### src/rtl/load_queue.sv
// In-order DEPTH-entry load queue for the OTTER out-of-order backend.
// Pending operands wake up by snooping the CDB; the head issues one memory read at a time.
module load_queue #(
  parameter int DEPTH = 4,
  parameter int TAG_W = 4,
  parameter int XLEN  = 32
) (
  input  logic                   CLK,
  input  logic                   RST,
  input  logic                   flush,
  input  logic                   alloc_valid,
  output logic                   alloc_ready,
  input  logic [XLEN-1:0]        alloc_V1,
  input  logic [XLEN-1:0]        alloc_V2,
  input  logic                   alloc_V1_valid,
  input  logic                   alloc_V2_valid,
  input  logic [TAG_W-1:0]       alloc_Q1,
  input  logic [TAG_W-1:0]       alloc_Q2,
  input  logic [TAG_W-1:0]       alloc_rd_tag,
  input  logic [2:0]             alloc_mem_type,
  input  logic                   cdb_in_valid,
  input  logic [TAG_W-1:0]       cdb_in_tag,
  input  logic [XLEN-1:0]        cdb_in_val,
  output logic                   MEM_READ,
  output logic [XLEN-1:0]        MEM_ADDR2,
  output logic [1:0]             MEM_SIZE,
  output logic                   MEM_SIGN,
  input  logic                   mem_gnt,
  input  logic                   mem_resp_valid,
  input  logic [XLEN-1:0]        mem_data_in,
  output logic                   CDB_req,
  input  logic                   CDB_gnt,
  output logic [XLEN-1:0]        CDB_val,
  output logic [TAG_W-1:0]       CDB_tag,
  output logic [$clog2(DEPTH):0] count
);

  localparam int PTR_W = $clog2(DEPTH);
  localparam logic [PTR_W:0] PTR_ONE = 1;

  localparam logic [2:0] ST_IDLE  = 3'd0;
  localparam logic [2:0] ST_REQ   = 3'd1;
  localparam logic [2:0] ST_WAIT  = 3'd2;
  localparam logic [2:0] ST_BCAST = 3'd3;
  localparam logic [2:0] ST_DRAIN = 3'd4;

  logic [XLEN-1:0]  v1       [DEPTH];
  logic [XLEN-1:0]  v2       [DEPTH];
  logic [TAG_W-1:0] q1       [DEPTH];
  logic [TAG_W-1:0] q2       [DEPTH];
  logic [TAG_W-1:0] rd_tag   [DEPTH];
  logic [2:0]       mem_type [DEPTH];
  logic [DEPTH-1:0] v1_valid;
  logic [DEPTH-1:0] v2_valid;
  logic [DEPTH-1:0] occupied;

  logic [PTR_W:0]   head;
  logic [PTR_W:0]   tail;
  logic [PTR_W:0]   cand_ptr;
  logic [PTR_W-1:0] head_idx;
  logic [PTR_W-1:0] tail_idx;
  logic [PTR_W-1:0] cand_idx;

  logic [2:0] state;
  logic [2:0] state_next;
  logic       pop;
  logic       full;
  logic       alloc_fire;
  logic       alloc_v1_hit;
  logic       alloc_v2_hit;
  logic       cand_ready;

  function automatic logic [XLEN-1:0] extend(input logic [2:0] mt, input logic [XLEN-1:0] d);
    logic [XLEN-1:0] r;
    case (mt[1:0])
      2'd0:    r = mt[2] ? {{(XLEN-8){1'b0}}, d[7:0]}   : {{(XLEN-8){d[7]}}, d[7:0]};
      2'd1:    r = mt[2] ? {{(XLEN-16){1'b0}}, d[15:0]} : {{(XLEN-16){d[15]}}, d[15:0]};
      default: r = d;
    endcase
    return r;
  endfunction

  assign head_idx = head[PTR_W-1:0];
  assign tail_idx = tail[PTR_W-1:0];
  assign count    = tail - head;
  assign full     = (head[PTR_W] != tail[PTR_W]) && (head_idx == tail_idx);

  assign alloc_ready  = !RST && !full && (state != ST_DRAIN);
  assign alloc_fire   = alloc_valid && alloc_ready && !flush;
  assign alloc_v1_hit = cdb_in_valid && !alloc_V1_valid && (alloc_Q1 == cdb_in_tag);
  assign alloc_v2_hit = cdb_in_valid && !alloc_V2_valid && (alloc_Q2 == cdb_in_tag);

  always_comb begin
    occupied = '0;
    for (int i = 0; i < DEPTH; i++) begin
      occupied[i] = ({1'b0, PTR_W'(i) - head_idx} < count);
    end
  end

  // Readiness of the entry that will sit at the head next cycle, including this
  // cycle's CDB broadcast and a same-cycle allocation into an otherwise empty queue.
  assign cand_ptr = (state == ST_BCAST) ? head + PTR_ONE : head;
  assign cand_idx = cand_ptr[PTR_W-1:0];

  always_comb begin
    cand_ready = 1'b0;
    if (cand_ptr != tail) begin
      cand_ready = (v1_valid[cand_idx] || (cdb_in_valid && q1[cand_idx] == cdb_in_tag)) &&
                   (v2_valid[cand_idx] || (cdb_in_valid && q2[cand_idx] == cdb_in_tag));
    end else if (alloc_fire) begin
      cand_ready = (alloc_V1_valid || alloc_v1_hit) && (alloc_V2_valid || alloc_v2_hit);
    end
  end

  always_comb begin
    state_next = state;
    pop        = 1'b0;
    case (state)
      ST_IDLE:  if (cand_ready) state_next = ST_REQ;
      ST_REQ:   if (mem_gnt) state_next = ST_WAIT;
      ST_WAIT:  if (mem_resp_valid) state_next = ST_BCAST;
      ST_BCAST: begin
        if (CDB_gnt) begin
          pop        = 1'b1;
          state_next = cand_ready ? ST_REQ : ST_IDLE;
        end
      end
      ST_DRAIN: if (mem_resp_valid) state_next = ST_IDLE;
      default:  state_next = ST_IDLE;
    endcase
    // A read still owed by memory must be absorbed in DRAIN; one arriving now is simply dropped.
    if (flush) begin
      pop = 1'b0;
      if ((state == ST_REQ && mem_gnt) ||
          ((state == ST_WAIT || state == ST_DRAIN) && !mem_resp_valid)) begin
        state_next = ST_DRAIN;
      end else begin
        state_next = ST_IDLE;
      end
    end
  end

  always_ff @(posedge CLK) begin
    if (RST) begin
      state    <= ST_IDLE;
      head     <= '0;
      tail     <= '0;
      v1_valid <= '0;
      v2_valid <= '0;
      CDB_val  <= '0;
      CDB_tag  <= '0;
    end else begin
      state <= state_next;
      if (flush) begin
        head     <= '0;
        tail     <= '0;
        v1_valid <= '0;
        v2_valid <= '0;
      end else begin
        if (pop) head <= head + PTR_ONE;
        for (int i = 0; i < DEPTH; i++) begin
          if (occupied[i] && cdb_in_valid && !v1_valid[i] && q1[i] == cdb_in_tag) v1_valid[i] <= 1'b1;
          if (occupied[i] && cdb_in_valid && !v2_valid[i] && q2[i] == cdb_in_tag) v2_valid[i] <= 1'b1;
        end
        if (alloc_fire) begin
          tail               <= tail + PTR_ONE;
          v1_valid[tail_idx] <= alloc_V1_valid || alloc_v1_hit;
          v2_valid[tail_idx] <= alloc_V2_valid || alloc_v2_hit;
        end
      end
      if (state == ST_WAIT && mem_resp_valid && !flush) begin
        CDB_val <= extend(mem_type[head_idx], mem_data_in);
        CDB_tag <= rd_tag[head_idx];
      end
    end
  end

  // Payload needs no reset: nothing reads it unless the matching valid bit or pointer says so.
  always_ff @(posedge CLK) begin
    for (int i = 0; i < DEPTH; i++) begin
      if (occupied[i] && cdb_in_valid && !v1_valid[i] && q1[i] == cdb_in_tag) v1[i] <= cdb_in_val;
      if (occupied[i] && cdb_in_valid && !v2_valid[i] && q2[i] == cdb_in_tag) v2[i] <= cdb_in_val;
    end
    if (alloc_fire) begin
      v1[tail_idx]       <= alloc_v1_hit ? cdb_in_val : alloc_V1;
      v2[tail_idx]       <= alloc_v2_hit ? cdb_in_val : alloc_V2;
      q1[tail_idx]       <= alloc_Q1;
      q2[tail_idx]       <= alloc_Q2;
      rd_tag[tail_idx]   <= alloc_rd_tag;
      mem_type[tail_idx] <= alloc_mem_type;
    end
  end

  assign MEM_READ  = (state == ST_REQ);
  assign MEM_ADDR2 = MEM_READ ? v1[head_idx] + v2[head_idx] : '0;
  assign MEM_SIZE  = MEM_READ ? mem_type[head_idx][1:0] : 2'b00;
  assign MEM_SIGN  = MEM_READ && mem_type[head_idx][2];
  assign CDB_req   = (state == ST_BCAST);

endmodule
### config.mk
export PLATFORM = sky130hd
export DESIGN_NAME = load_queue
export DESIGN_NICKNAME = d
export VERILOG_FILES = /design/src/rtl/load_queue.sv
export SDC_FILE = /design/constraint.sdc
export NUM_CORES = 1
export LEC_CHECK = 0
export CAP_MARGIN = 20
export CORE_MARGIN = 2
export CORE_UTILIZATION = 57
export DETAILED_ROUTE_END_ITERATION = 10
export GPL_ROUTABILITY_DRIVEN = 0
export MAX_ROUTING_LAYER = met4
export PLACE_DENSITY_LB_ADDON = 0.08
export SLEW_MARGIN = 10
export SYNTH_ARGS = -nofsm -noshare
export SYNTH_HDL_FRONTEND = slang
export SYNTH_SLANG_ARGS = --single-unit
### constraint.sdc
create_clock -name CLK -period 8.8 [get_ports CLK]
set_input_delay 1.76 -clock CLK [delete_from_list [all_inputs] [get_ports CLK]]
set_output_delay 1.76 -clock CLK [all_outputs]
set_load 0.01 [all_outputs]
# Yosys cells after proc, flatten, opt, wreduce, memory -nomap -nowiden
# Memory sizes are Yosys's and may differ from the RTL's. A register that Yosys moved wholly into a read port is not among the register bits.
# Index checks and enable logic that the tools add are counted.
dict set report classes {
  add_sub_neg 8
  order_cmp 7
  eq_ne 26
  n_mux 80
  n_reduce_logical 63
}
# operator count
set ops {}
lappend ops {{32-bit 2-to-1 mux} 5}
lappend ops {{32-bit case mux with 2 select lines} 1}
lappend ops {{1-bit 2-to-1 mux} 51}
lappend ops {{4-bit == test} 12}
lappend ops {{1-bit logical AND} 39}
lappend ops {{32-bit adder} 1}
lappend ops {{3-bit 2-to-1 mux} 8}
lappend ops {{3-bit case mux with 5 select lines} 1}
lappend ops {{1-bit zero test} 14}
lappend ops {{2-bit 2-to-1 mux} 7}
lappend ops {{2-bit by 3-bit less-than comparator with 1-bit output} 4}
lappend ops {{3-bit inequality test, second input constant} 4}
lappend ops {{4-bit bitwise mux} 2}
lappend ops {{4-bit 2-to-1 mux} 2}
lappend ops {{3-bit by 1-bit adder with 3-bit output, second input constant} 2}
lappend ops {{3-bit by 2-bit == test with 1-bit output, second input constant} 2}
lappend ops {{1-bit logical OR} 6}
lappend ops {{2-bit by 3-bit less-than comparator with 1-bit output, second input constant} 2}
lappend ops {{3-bit by 2-bit inequality test with 1-bit output, second input constant} 2}
lappend ops {{5-bit AND reduction} 1}
lappend ops {{1-bit binary-select mux with 2-bit select} 2}
lappend ops {{1-bit by 2-bit subtractor with 2-bit output, first input constant} 2}
lappend ops {{2-bit subtractor, first input constant} 2}
lappend ops {{3-bit by 1-bit == test with 1-bit output, second input constant} 1}
lappend ops {{11 further kinds} 11}
dict set report totals {
  regBits 49
  ramBits 316
  input_bits 157
  out_inout_bits 77
  elab_cells 196
  n_memories 6
}
# memory depth word_bits read_ports rd_ports_with_merged_regs write_ports line
set memory_table {}
lappend memory_table {v1 4 32 1 1 5 47} ;# logic [XLEN-1:0] v1 [DEPTH];
lappend memory_table {v2 4 32 1 1 5 48} ;# logic [XLEN-1:0] v2 [DEPTH];
lappend memory_table {q1 4 4 5 0 1 49} ;# logic [TAG_W-1:0] q1 [DEPTH];
lappend memory_table {q2 4 4 5 0 1 50} ;# logic [TAG_W-1:0] q2 [DEPTH];
lappend memory_table {rd_tag 4 4 1 1 1 51} ;# logic [TAG_W-1:0] rd_tag [DEPTH];
lappend memory_table {mem_type 4 3 1 1 1 52} ;# logic [2:0] mem_type [DEPTH];

# Logic depth before layout (Yosys ltp)
dict set report logic_depth {
  word_depth 13
  depth_mapped 13
  depth_no_buf 11
}

# Worst setup path before layout
# OpenSTA, ideal clock, no wires.
dict set report synth_path {
  kind {input to register}
  start {input port cdb_in_tag[2]}
  end {register v1_valid[1]}
  setup_ps 73
  arrival_ps 6616
  required_time_ps 8727
  setup_slack_ps 2111
  stages 6
  path_buffers 2
  cell_sequence {clkbuf_1 -> buf_1 -> xnor2_1 -> nand3_1 -> o41ai_1 -> o221a_2}
}
dict set report synth_via {
  elab_chain_len 7
  elab_cells_between_ends 10
  classes_between {eq/ne (2); mux (5); reduce/logical (3)}
}
# element line
set synth_lines {}
lappend synth_lines {{start: declaration} 22} ;# input logic [TAG_W-1:0] cdb_in_tag,
lappend synth_lines {{4-bit == test} 162} ;# if (occupied[i] && cdb_in_valid && !v1_valid[i] && q1[i] == cdb_in_tag) v1_valid[i] <= 1'b1;
lappend synth_lines {{1-bit logical AND} 162}
lappend synth_lines {{1-bit 2-to-1 mux} 162}
lappend synth_lines {{1-bit 2-to-1 mux} 154} ;# if (flush) begin
lappend synth_lines {{1-bit 2-to-1 mux} 144} ;# if (RST) begin
lappend synth_lines {{4-bit bitwise mux} 167} ;# v1_valid[tail_idx] <= alloc_V1_valid || alloc_v1_hit;
lappend synth_lines {{4-bit 2-to-1 mux *} 165} ;# if (alloc_fire) begin
lappend synth_lines {{end signal: indexed assignment} 167}
lappend synth_lines {{end: declaration} 53} ;# logic [DEPTH-1:0] v1_valid;
# Mark *: on every way between the ends. The rest lies on a longest branch, timed or not. The select of a mux whose other input is x is not followed.
# A chain may end at the register's enable or synchronous reset.

==> run summary <==
DRC violations left: 0
CTS root buf: clkbuf_16
slack of the critical path: 1.75 ns
Arr. time, crit path: 5.29 ns
post-DP HPWL: 34000 µm
final hold violations: 0
WL met1: 21400 µm
number of global-route vias before repair: 13500
yosys warns: 0
CTS tree: built
cts-stage hold buffer count: 0
first-pass GRT wire length: 79900 µm
mapped cell area: 19900 µm²
layout cells sized above 1: 0.261
die area: 36400 µm²
Post-Place Setup Slack: 2.30 ns
WL met3: 3590 µm
layout net count: 1851
Total Neg Setup Slack: 0 ns
Avg Cell Area, Syn: 14.0 µm²
post-CTS setup buffer count: 0
Die H: 191 µm
mean routed wirelength per cell: 24.5 µm
final worst path period share: 0.801
Seq/Total Area, Yosys: 0.532
count leader, synth: edfxtp_1
pwr/cell area: 172 nW/µm²
Fin Hold WS: 0.455 ns
Setup crit end kind: primary output
Clock Pin Slew Worst Setup and Hold Paths: 0.06 ns
type of the worst setup path: reg -> out
Fillers: 2411
top_reg_cell synth: edfxtp_1
maximum vdd ir drop: 0.188 mV
WL met2: 25800 µm
WL final: 52500 µm
highest metal used: met4
unrepaired setup endpoints after global routing: false
antenna viol nets, final: 0
Starting Density: 0.578
core area: 34500 µm²
critical path's slowest cell: dfxtp_4
Setup crit start kind: flip-flop
Longest Clk Path Bufs: 3
fin. max-slew vios: 0
Worst Hold Class: reg -> reg
CP max FO: 48
Rows: 68
setup violators final: 0
Synth Net Count: 1623
Worst path max stage delay: 1.01 ns
Port Buffers: 233
vias: 13200
MaxCap Viol Count: 0
top cells by area, synth: edfxtp_1 (48%), mux2_2 (12%), mux4_2 (8.1%)
clock period minus worst slack: 7.05 ns
Non-Filler Instances: 2141
worst path bufs/invs: 1
synthesized flop and latch total: 371
clock skew: 0.0180 ns
gr usage total: 0.301
largest net degree at the start of global routing: 49
PostCTS Resize Cnt: 0
Fmax: 0.142 GHz
latest clock arrival within the worst-skew pair: 0.54 ns
Post-synth top cells: edfxtp_1 (316), mux2_2 (216), nor2_1 (82)
initial antenna violation count: 5
Layout area overhead: 21.8%
number of iterations in the first detailed-routing pass: 7
top-level port count: 234
cell taking the most area after synthesis: edfxtp_1
gr ovfl total: 0
synthesized instance count: 1420
critical path's top delay family: compound AO/OA/AOI/OAI gates
Placed Cells incl. Taps: 2057
Via density: 6.17
CTS buffer count: 42
Async SR Flop Fraction: 0
Yosys top cell area share: 0.477
crit-path cells: mux4_2, ha_1, a211oi_1, nor2_1, o311ai_1, a21boi_0, o21a_1, o21a_1, o21a_1, nor3_1, clkdlybuf4s50_1
outcome: finished, final reports clean
P_leak: 8.23 nW
worst slew pin tran: 1.01 ns
drt first-iter violations: 1098
relative slew slack: 0.329
number of H-tree levels: 2
Crit path top cell by count: o21a_1
Post-synth EDFFs: 316
synth unique cells: 67
die width: 191 µm
Clock Sinks: 371
CP Data Required Time: 7.04 ns
[routing by layer]
layer	vias up	GRT usage
li1	5955	-
met3	105	0.0480
met4	0	0.106
met2	533	0.490
met1	6608	0.384
met5	-	-
[worst paths after layout]
kind | end | slack [ns] | start | cells past startpoint
min reg2reg | CDB_tag[2] | 0.46 | CDB_tag[2] | 2
max | MEM_ADDR2[19] | 1.75 | flip-flop | 11
max reg2reg | v2[3][11] | 4.38 | head[0] | 10
min | CDB_tag[2] | 0.46 | CDB_tag[2] | 2
[cell families (layout without fill, tap and decap cells)]
| kind of cell | after synthesis | after routing | synth area share |
|---|---|---|---|
| other cells | 0 | 5 | 0 |
| buf+inv | 103 | 364 | 0.0270 |
| flops | 371 | 371 | 0.532 |
| compound gates | 200 | 200 | 0.0709 |
| fa+ha+maj | 46 | 46 | 0.0297 |
| mux | 354 | 354 | 0.240 |
| xor+xnor | 85 | 85 | 0.0374 |
| simple gates | 261 | 261 | 0.0629 |
[worst reg2reg max path, stage by stage (launching register included)]
cell and delay [ns]:
dfxtp_1 0.79, inv_1 0.39, ha_1 0.43, a311oi_2 0.27, nand2_2 0.16, nor2_4 0.19
nand2_2 0.15, inv_2 0.44, nand2_2 0.56, buf_4 0.44, mux2_1 0.35
[power by group]
| group | switching (mW) | internal (mW) | total (mW) |
|---|---|---|---|
| Combinational | 0.162 | 0.174 | 0.336 |
| Clock | 0.709 | 1.19 | 1.90 |
| Sequential | 0.00551 | 1.93 | 1.93 |
[through the flow]
step / total power, mW / utilization / area, µm²
3_3_place_gp: 2.29 / 0.656 / 22600
6_report: 4.17 / 0.704 / 24200
3_5_place_dp: 2.30 / 0.658 / 22700
2_1_floorplan: 2.15 / - / 19900
5_1_grt: 4.29 / 0.704 / 24200
4_1_cts: 4.18 / 0.702 / 24200
[cell type report]
type	count	area, µm²	share of cell area
antenna	5	12.5	0.000516
multi-input combinational	946	8830	0.364
inverter	25	93.8	0.00387
sequential	371	10600	0.437
timing repair buffer	262	2630	0.109
clock buffer	48	1140	0.0469
clock inverter	29	372	0.0153
tap	455	569	0.0235
[cells in the final DEF, fill, tap and decap left out, types with 15 or more instances in the layout]
cell | synthesis | routed
a211oi_1 | 34 | 34
a21o_1 | 15 | 15
a21oi_1 | 63 | 63
buf_4 | 1 | 23
clkbuf_16 | 0 | 45
clkdlybuf4s50_1 | 0 | 233
dfxtp_1 | 55 | 53
edfxtp_1 | 316 | 316
ha_1 | 44 | 44
inv_1 | 20 | 20
mux2_1 | 40 | 40
mux2_2 | 216 | 216
mux2i_1 | 25 | 25
mux4_2 | 72 | 72
nand2_1 | 71 | 71
nand3_1 | 22 | 22
nor2_1 | 82 | 82
nor2b_1 | 20 | 20
o21ai_0 | 21 | 21
xnor2_1 | 55 | 55
xor2_1 | 30 | 30
[state kept, by name (all words and copies together), names as in the netlist, named ones only]
signal / count
state: 3
q1: 16
CDB_val: 32
head: 3
mem_type: 12
rd_tag: 16
v2_valid: 4
q2: 16
tail: 3
v2: 128
v1_valid: 4
v1: 128
CDB_tag: 4
Note: power is estimated with default switching activity, not from simulation.
